[config.mk]
export PLATFORM = sky130hd
export DESIGN_NAME = imm_encoder
export DESIGN_NICKNAME = d
export VERILOG_FILES = /design/src/rtl/imm_enc_pkg.sv /design/src/rtl/imm_pack.sv /design/src/rtl/imm_encoder.sv
export SDC_FILE = /design/constraint.sdc
export NUM_CORES = 1
export LEC_CHECK = 0
export BUFFER_PORTS_ARGS = -buffer_cell sky130_fd_sc_hd__buf_2
export CAP_MARGIN = 20
export CORE_ASPECT_RATIO = 0.6
export CORE_MARGIN = 10
export CORE_UTILIZATION = 55
export DETAILED_ROUTE_END_ITERATION = 7
export PLACE_DENSITY = 0.93
export REMOVE_ABC_BUFFERS = 1
export SLEW_MARGIN = 0
export SYNTH_ARGS = -nofsm -noshare
export SYNTH_HDL_FRONTEND = slang
export SYNTH_SLANG_ARGS = --single-unit
export TNS_END_PERCENT = 1
[constraint.sdc]
create_clock -name clock -period 6 [get_ports clock]
set_input_delay 0.3 -clock clock [delete_from_list [all_inputs] [get_ports clock]]
set_output_delay 0.3 -clock clock [all_outputs]
set_load 0.01 [all_outputs]
[src/rtl/imm_enc_pkg.sv]
// Shared types, instruction field positions and range helper for the RV32 immediate encoder.
package imm_enc_pkg;

    typedef enum logic [1:0] {
        IMM_I = 2'b00,
        IMM_S = 2'b01,
        IMM_B = 2'b10,
        IMM_J = 2'b11
    } imm_src_e;

    localparam int unsigned OPC_LSB = 0;
    localparam int unsigned RD_LSB  = 7;
    localparam int unsigned F3_LSB  = 12;
    localparam int unsigned RS1_LSB = 15;
    localparam int unsigned RS2_LSB = 20;

    typedef struct packed {
        imm_src_e    src;
        logic [31:0] imm;
        logic [6:0]  opcode;
        logic [4:0]  rd;
        logic [2:0]  funct3;
        logic [4:0]  rs1;
        logic [4:0]  rs2;
    } imm_req_t;

    // True when every bit from nbits-1 upward equals the sign bit.
    function automatic logic fits_signed(input logic [31:0] value, input int nbits);
        logic [31:0] shifted;
        shifted = $signed(value) >>> (nbits - 1);
        return (shifted == 32'h0000_0000) || (shifted == 32'hFFFF_FFFF);
    endfunction

endpackage

[src/rtl/imm_pack.sv]
// Combinational packer and range/alignment checker: one registered request in, one RV32 word out.
module imm_pack
    import imm_enc_pkg::*;
(
    input  imm_req_t    req_i,
    output logic [31:0] instr_o,
    output logic        err_o
);

    // Out-of-range requests still get packed from the truncated fields.
    always_comb begin
        instr_o = 32'h0000_0000;
        err_o   = 1'b0;
        instr_o[OPC_LSB +: 7] = req_i.opcode;
        case (req_i.src)
            IMM_I: begin
                instr_o[31:20]          = req_i.imm[11:0];
                instr_o[RS1_LSB +: 5]   = req_i.rs1;
                instr_o[F3_LSB +: 3]    = req_i.funct3;
                instr_o[RD_LSB +: 5]    = req_i.rd;
                err_o                   = !fits_signed(req_i.imm, 12);
            end
            IMM_S: begin
                instr_o[31:25]          = req_i.imm[11:5];
                instr_o[RS2_LSB +: 5]   = req_i.rs2;
                instr_o[RS1_LSB +: 5]   = req_i.rs1;
                instr_o[F3_LSB +: 3]    = req_i.funct3;
                instr_o[11:7]           = req_i.imm[4:0];
                err_o                   = !fits_signed(req_i.imm, 12);
            end
            IMM_B: begin
                instr_o[31]             = req_i.imm[12];
                instr_o[30:25]          = req_i.imm[10:5];
                instr_o[RS2_LSB +: 5]   = req_i.rs2;
                instr_o[RS1_LSB +: 5]   = req_i.rs1;
                instr_o[F3_LSB +: 3]    = req_i.funct3;
                instr_o[11:8]           = req_i.imm[4:1];
                instr_o[7]              = req_i.imm[11];
                err_o                   = !fits_signed(req_i.imm, 13) || req_i.imm[0];
            end
            IMM_J: begin
                instr_o[31]             = req_i.imm[20];
                instr_o[30:21]          = req_i.imm[10:1];
                instr_o[20]             = req_i.imm[11];
                instr_o[19:12]          = req_i.imm[19:12];
                instr_o[RD_LSB +: 5]    = req_i.rd;
                err_o                   = !fits_signed(req_i.imm, 21) || req_i.imm[0];
            end
            default: begin
                instr_o = 32'h0000_0000;
                err_o   = 1'b1;
            end
        endcase
    end

endmodule

[src/rtl/imm_encoder.sv]
// Two-stage valid/ready RV32 immediate encoder (S1 raw request, S2 packed word).
// Optional saturating error counter enabled by defining IMM_ENC_ERR_CNT_EN.
module imm_encoder
    import imm_enc_pkg::*;
#(
    parameter int ERR_CNT_W = 16
) (
    input  logic                 clock,
    input  logic                 reset,
    input  logic                 in_valid,
    output logic                 in_ready,
    input  logic [1:0]           in_imm_src,
    input  logic [31:0]          in_imm,
    input  logic [6:0]           in_opcode,
    input  logic [4:0]           in_rd,
    input  logic [2:0]           in_funct3,
    input  logic [4:0]           in_rs1,
    input  logic [4:0]           in_rs2,
    output logic                 out_valid,
    input  logic                 out_ready,
    output logic [31:0]          out_instr,
    output logic                 out_imm_err,
    output logic [ERR_CNT_W-1:0] err_count
);

    logic        s1_v_q, s1_v_d;
    imm_req_t    s1_req_q, s1_req_d;
    logic        s2_v_q, s2_v_d;
    logic [31:0] s2_instr_q, s2_instr_d;
    logic        s2_err_q, s2_err_d;
    logic        s2_take_s, s1_take_s;
    logic [31:0] pack_instr_s;
    logic        pack_err_s;

    assign s2_take_s = !s2_v_q || out_ready;
    assign s1_take_s = !s1_v_q || s2_take_s;
    assign in_ready  = s1_take_s;

    imm_pack u_pack (
        .req_i   (s1_req_q),
        .instr_o (pack_instr_s),
        .err_o   (pack_err_s)
    );

    // Each stage reloads only when it is empty or its content leaves this cycle.
    always_comb begin
        s1_v_d     = s1_v_q;
        s1_req_d   = s1_req_q;
        s2_v_d     = s2_v_q;
        s2_instr_d = s2_instr_q;
        s2_err_d   = s2_err_q;
        if (s1_take_s) begin
            s1_v_d = in_valid;
            if (in_valid) begin
                s1_req_d = '{src: imm_src_e'(in_imm_src), imm: in_imm, opcode: in_opcode,
                             rd: in_rd, funct3: in_funct3, rs1: in_rs1, rs2: in_rs2};
            end else begin
                s1_req_d = s1_req_q;
            end
        end else begin
            s1_v_d = s1_v_q;
        end
        if (s2_take_s) begin
            s2_v_d = s1_v_q;
            if (s1_v_q) begin
                s2_instr_d = pack_instr_s;
                s2_err_d   = pack_err_s;
            end else begin
                s2_instr_d = s2_instr_q;
                s2_err_d   = s2_err_q;
            end
        end else begin
            s2_v_d = s2_v_q;
        end
    end

    always_ff @(posedge clock or posedge reset) begin
        if (reset) begin
            s1_v_q     <= 1'b0;
            s1_req_q   <= '0;
            s2_v_q     <= 1'b0;
            s2_instr_q <= 32'h0000_0000;
            s2_err_q   <= 1'b0;
        end else begin
            s1_v_q     <= s1_v_d;
            s1_req_q   <= s1_req_d;
            s2_v_q     <= s2_v_d;
            s2_instr_q <= s2_instr_d;
            s2_err_q   <= s2_err_d;
        end
    end

    assign out_valid   = s2_v_q;
    assign out_instr   = s2_instr_q;
    assign out_imm_err = s2_err_q;

`ifdef IMM_ENC_ERR_CNT_EN
    logic [ERR_CNT_W-1:0] err_cnt_q, err_cnt_d;

    // Counts delivered erroring words, sticking at all-ones.
    always_comb begin
        if (out_valid && out_ready && s2_err_q && (err_cnt_q != {ERR_CNT_W{1'b1}})) begin
            err_cnt_d = err_cnt_q + {{(ERR_CNT_W-1){1'b0}}, 1'b1};
        end else begin
            err_cnt_d = err_cnt_q;
        end
    end

    always_ff @(posedge clock or posedge reset) begin
        if (reset) begin
            err_cnt_q <= {ERR_CNT_W{1'b0}};
        end else begin
            err_cnt_q <= err_cnt_d;
        end
    end

    assign err_count = err_cnt_q;
`else
    assign err_count = {ERR_CNT_W{1'b0}};
`endif

endmodule

==> impl_metrics.toml, run 1 <==
[critical_path]
crit_fanout = 59
r2r-start = "s1_v_q$_DFFE_PP0N_"
cp-end-kind = "register"
max_stage_delay_ns = 0.59
start_kind = "register"
crit_chain = "nand3b_1 > nand2_2 > buf_4 > mux2_2"
ff2ff_path_depth = 4
crit_type = "reg2reg"
r2r_slack_ns = 4.20
crit_slowest_cell = "buf_4"
rr_endpoint = "s1_req_q[54]$_DFFE_PP0P_"
arrival_ns = 2.01
cp.buffers_inverters = 1
worstPathRequired_ns = 6.21
crit_family = "buffers and inverters"

[cts]
clock-root-buffer = "clkbuf_16"
cts.sinks = 94
htree_levels = 3
postCtsHoldBufs = 1
clk_pin_slew_ns = 0.06
cts_resized = 0
clock_latency_ns = 0.33
cts_buffer_depth = 2
numCtsBuffers = 9
cts_setup_buffers = 0
cts_tree = "done"

[sta]
hold_viol_final = 0
rsz0062_at_grt = "false"
report.final.slew_viol_count = 0
setup_viol = 0
fin_tns_setup_ns = 0
worst_slew_pin_slew_ns = 0.968
max-slew-margin-rel_pct = 35.2
post-route-min-period_ns = 1.80
fin_worst_skew_ns = 0.00615
final.period_utilization_pct = 29.9
hold_ws_ns = 0.193
max_freq_mhz = 557

[detailed_routing]
wire_per_inst_um = 18.1
drtAntennaViolNets = 0
firstDrtPassIters = 4
routed_wl_um = 8730
vias = 2497
drtIter0Drc = 112
drcViolationCount = 0
drt-vias-per-instance = 5.19

[min_path]
hold_class = "in2reg"
min_from = "in_valid"
whs_path_depth = 2
hold_end = "s1_v_q$_DFFE_PP0N_"

[run_status]
status = "finished, final reports clean"

[synth]
seq_area_frac_synth_pct = 59.2
syn_area_per_cell_um2 = 13.6
mappedNetlistArea_um2 = 3970
syn_inst = 292
synth-warning-count = 0
post-synth-top-count-cell = "dfrtp_1"
synth_cell_type_count = 30
synth.top_cells.by_count = "dfrtp_1, mux2_2, nand2_1"
synth_top_cell_by_area = "dfrtp_1"
ys_seq_elements = 94
synth-edff-count = 0
synth_top_area_share_pct = 59.2
async_flop_share_pct = 100
ys_dominant_reg_cell = "dfrtp_1"
synthTopCellsByArea = "dfrtp_1, mux2_2, mux2i_1"

[die]
start_util_pct = 58.0
num_io_pins = 114
die_area_um2 = 11100
die_h_um = 85.8
dieWidth_um = 130
rows = 23
fp.coreArea_um2 = 6850

[power_and_ir_drop]
p_leak_nw = 2.26
powerDensity_nw_per_um2 = 371
report.power.total_mw = 1.77
vdd_drop_max_v = 0.000234

[final_layout]
n_antenna_cell = 0
area_growth_pct = 20.2
nets = 452
stdcell_count = 481
drive_gt1_share_pct = 48.7
final_cell_area_um2 = 4770
n_fill_cell = 493

[placed_design]
place.gp.congestion = 0.762
port_buffers = 97
placed_area_um2 = 4450
dp_cells = 464
dp_hpwl_um = 6380

[global_routing]
antenna_found_initial = 1
overflow = 0
grt_pass1_wl_um = 14200
first_global_vias = 2748
track_usage_pct = 16.3
grt_max_degree = 65

[job]
maxCapViolCount = 0
[layout make-up]
class | count | area (um^2) | share of cell area [%]
sequential | 94 | 2350 | 49.3
clock buffer | 12 | 246 | 5.16
timing repair buffer | 100 | 510 | 10.7
inverter | 1 | 6.26 | 0.131
tap | 87 | 109 | 2.28
clock inverter | 4 | 70.1 | 1.47
multi-input combinational | 183 | 1480 | 31.0
[logic make-up (layout without fill, tap and decap cells)]
group	after synthesis	after routing	synth area share, %
mux	89	89	24.7
flops	94	94	59.2
compound gates	28	28	3.78
simple gates	48	48	6.02
xor+xnor	2	2	1.10
buf+inv	30	117	5.07
other cells	1	16	0.0944
[state kept, by name (all words and copies together) (netlist names)]
register and cells:
s1_req_q 59, out_instr 32, out_imm_err 1, out_valid 1, s1_v_q 1
[metrics by stage]
stage / setup WS [ns] / util [%]
after global routing: 4.09 / 69.7
after global placement: 4.18 / 64.9
after detailed placement: 4.12 / 64.9
after floorplan: 3.25 / -
final: 4.20 / 69.7
after CTS: 4.20 / 69.7
[routing by layer]
layer | wire (um) | GRT usage, % | up-vias
met4 | 76 | 4.37 | 2
met5 | 13 | 0 | -
met3 | 902 | 7.68 | 10
met2 | 4090 | 26.2 | 84
met1 | 3640 | 19.3 | 1214
li1 | - | - | 1187
[worst reg2reg max path: stages, from the launching register on]
cell	delay (ns)
dfrtp_1	0.38
nand3b_1	0.14
nand2_2	0.10
buf_4	0.59
mux2_2	0.47
[how the worst max path moves through the flow]
stage	start	endpoint	slack (ns)	depth (start not counted)
CTS	s1_v_q$_DFFE_PP0N_	s1_req_q[29]$_DFFE_PP0P_	4.20	4
detailed placement	out_ready	s1_req_q[54]$_DFFE_PP0P_	4.12	5
floorplan	reset	out_imm_err$_DFFE_PP0P_	3.25	1
finish	s1_v_q$_DFFE_PP0N_	s1_req_q[54]$_DFFE_PP0P_	4.20	4
global route	out_valid$_DFFE_PP0P_	out_instr[28]$_DFFE_PP0P_	4.09	3
global placement	out_ready	s1_req_q[44]$_DFFE_PP0P_	4.18	5
[power by group]
part	total, mW	switching, mW	internal (mW)
sequential	0.833	0.0791	0.754
clock	0.595	0.219	0.375
combinational	0.344	0.172	0.172
total	1.77	0.470	1.30
[placed cells by master (no fill, tap or decap), types with 4 or more instances in the layout]
cell	count
nand2b_1	4
clkbuf_16	9
nand4_1	5
conb_1	16
mux2_2	72
buf_2	97
o21ai_0	22
mux2i_1	17
dfrtp_1	94
nand2_1	21
No activity file was read; power rests on OpenSTA's default activity.
==> run 2: changes to the inputs <==
- CORE_UTILIZATION: 55 -> 52
- PLACE_DENSITY: 0.93 -> 0.89
- clock period: 6 -> 1.7 ns (I/O delays scaled with it)
==> impl_metrics.toml, run 2 (synthesized netlist as in run 1, its figures left out) <==
[run_status]
status = "finished, final reports clean"

[detailed_routing]
drtIter0Drc = 142
drtAntennaViolNets = 0
drcViolationCount = 0
routed_wl_um = 9410
vias = 2757
firstDrtPassIters = 4
wire_per_inst_um = 16.8
top_layer = "met4"
met1_length_um = 3970
routed-wl-met2_um = 4730
wl_met3_um = 617
drt-vias-per-instance = 4.91

[cts]
postCtsHoldBufs = 60
clock_latency_ns = 0.33
cts_resized = 0
cts_setup_buffers = 0
cts_buffer_depth = 2
htree_levels = 3
cts.sinks = 94
clock-root-buffer = "clkbuf_16"
numCtsBuffers = 9
cts_tree = "done"
clk_pin_slew_ns = 0.06

[die]
start_util_pct = 54.0
fp.coreArea_um2 = 7360
die_h_um = 87.7
rows = 24
num_io_pins = 114
dieWidth_um = 133
die_area_um2 = 11600

[sta]
rsz0062_at_grt = "false"
report.final.slew_viol_count = 0
max_freq_mhz = 641
post-route-min-period_ns = 1.56
final.period_utilization_pct = 91.8
fin_tns_setup_ns = 0
hold_viol_final = 0
setup_viol = 0
fin_worst_skew_ns = 0.00488
hold_ws_ns = 0.0299

[min_path]
hold_end = "s1_req_q[48]$_DFFE_PP0P_"
min_from = "in_imm[23]"
hold_class = "in2reg"
whs_path_depth = 2

[critical_path]
worstPathRequired_ns = 1.92
r2r_slack_ns = 0.14
crit_type = "reg2reg"
cp-end-kind = "register"
start_kind = "register"
rr_endpoint = "out_imm_err$_DFFE_PP0P_"
crit_fanout = 4
r2r-start = "s1_req_q[43]$_DFFE_PP0P_"
arrival_ns = 1.78
ff2ff_path_depth = 5

[global_routing]
first_global_vias = 3085
grt_pass1_wl_um = 15400
grt_max_degree = 95
track_usage_pct = 16.6
antenna_found_initial = 0
overflow = 0

[power_and_ir_drop]
combPwrFrac_pct = 21.4
powerDensity_nw_per_um2 = 1150
internal-power_mw = 4.59
seq_power_share_pct = 46.8
vdd_drop_max_v = 0.000746
report.power.total_mw = 6.27
p_leak_nw = 2.54
switching_share_pct = 26.8
power.switching_mw = 1.68
p_clk_share_pct = 31.8

[final_layout]
register_area_um2 = 2350
n_fill_cell = 507
regMostFlops = "s1_req_q"
n_antenna_cell = 0
nets = 515
final_cell_area_um2 = 5440
mostFrequentLayoutCells = "buf_2, dfrtp_1, mux2_2"
drive_gt1_share_pct = 43.1
area_growth_pct = 36.9
multi_input_area_um2 = 1480
largest_reg_flops = 59
layout_commonest_cell = "buf_2"

[placed_design]
place.gp.congestion = 0.776
port_buffers = 97
placed_area_um2 = 4540
dp_hpwl_um = 6540

[job]
maxCapViolCount = 0
[run 2: cell count changes in the layout (fill, tap and decap cells not counted)]
cell	before	now
buf_12	0	3
clkbuf_1	2	1
bufinv_16	2	1
dlygate4sd3_1	1	60
buf_4	2	3
clkinv_2	2	3
clkbuf_8	1	2
[run 2: cell type report]
class | count | share of cell area (%)
Sequential cell | 94 | 43.3
Clock inverter | 4 | 0.828
Tap cell | 104 | 2.39
Inverter | 1 | 0.115
Clock buffer | 12 | 4.72
Timing Repair Buffer | 163 | 21.5
Multi-Input combinational cell | 183 | 27.2
[run 2: power by group through the flow]
stage	Sequential (mW)	Combinational, mW	Clock (mW)
floorplan	3.02	0.655	0
global placement	2.93	1.21	0
detailed placement	2.98	1.26	0
CTS	2.93	1.37	2.06
global route	2.99	1.48	2.14
finish	2.94	1.34	2.00
[run 2: worst max-delay path: stages, from the launching register on]
cell and delay [ns]:
dfrtp_1 0.41, or4_1 0.55, nor2_1 0.17, o21ai_1 0.10, a21oi_2 0.15, o31ai_1 0.07
[run 2: metal layers]
metal / vias up / GRT usage, %
met5: - / 0
met4: 0 / 4.87
met3: 8 / 6.57
met2: 75 / 29.6
met1: 1361 / 18.3
li1: 1313 / -
[run 2: worst max-delay path by stage]
stage	slack, ns	to	from
after floorplan	-0.83	out_imm_err$_DFFE_PP0P_	reset
after global placement	0.19	out_imm_err$_DFFE_PP0P_	s1_req_q[43]$_DFFE_PP0P_
after detailed placement	0.14	out_imm_err$_DFFE_PP0P_	s1_req_q[43]$_DFFE_PP0P_
after CTS	0.13	out_imm_err$_DFFE_PP0P_	s1_req_q[43]$_DFFE_PP0P_
after global routing	0.04	out_imm_err$_DFFE_PP0P_	s1_req_q[43]$_DFFE_PP0P_
final	0.14	out_imm_err$_DFFE_PP0P_	s1_req_q[43]$_DFFE_PP0P_
[run 2: through the flow]
stage | worst slack, ns | util [%] | cells
6_report | 0.139 | 73.9 | 561
5_1_grt | 0.0406 | 73.9 | 561
4_1_cts | 0.127 | 73.9 | 561
3_5_place_dp | 0.139 | 61.6 | 485
3_3_place_gp | 0.190 | 61.6 | 485
2_1_floorplan | -0.834 | - | 278
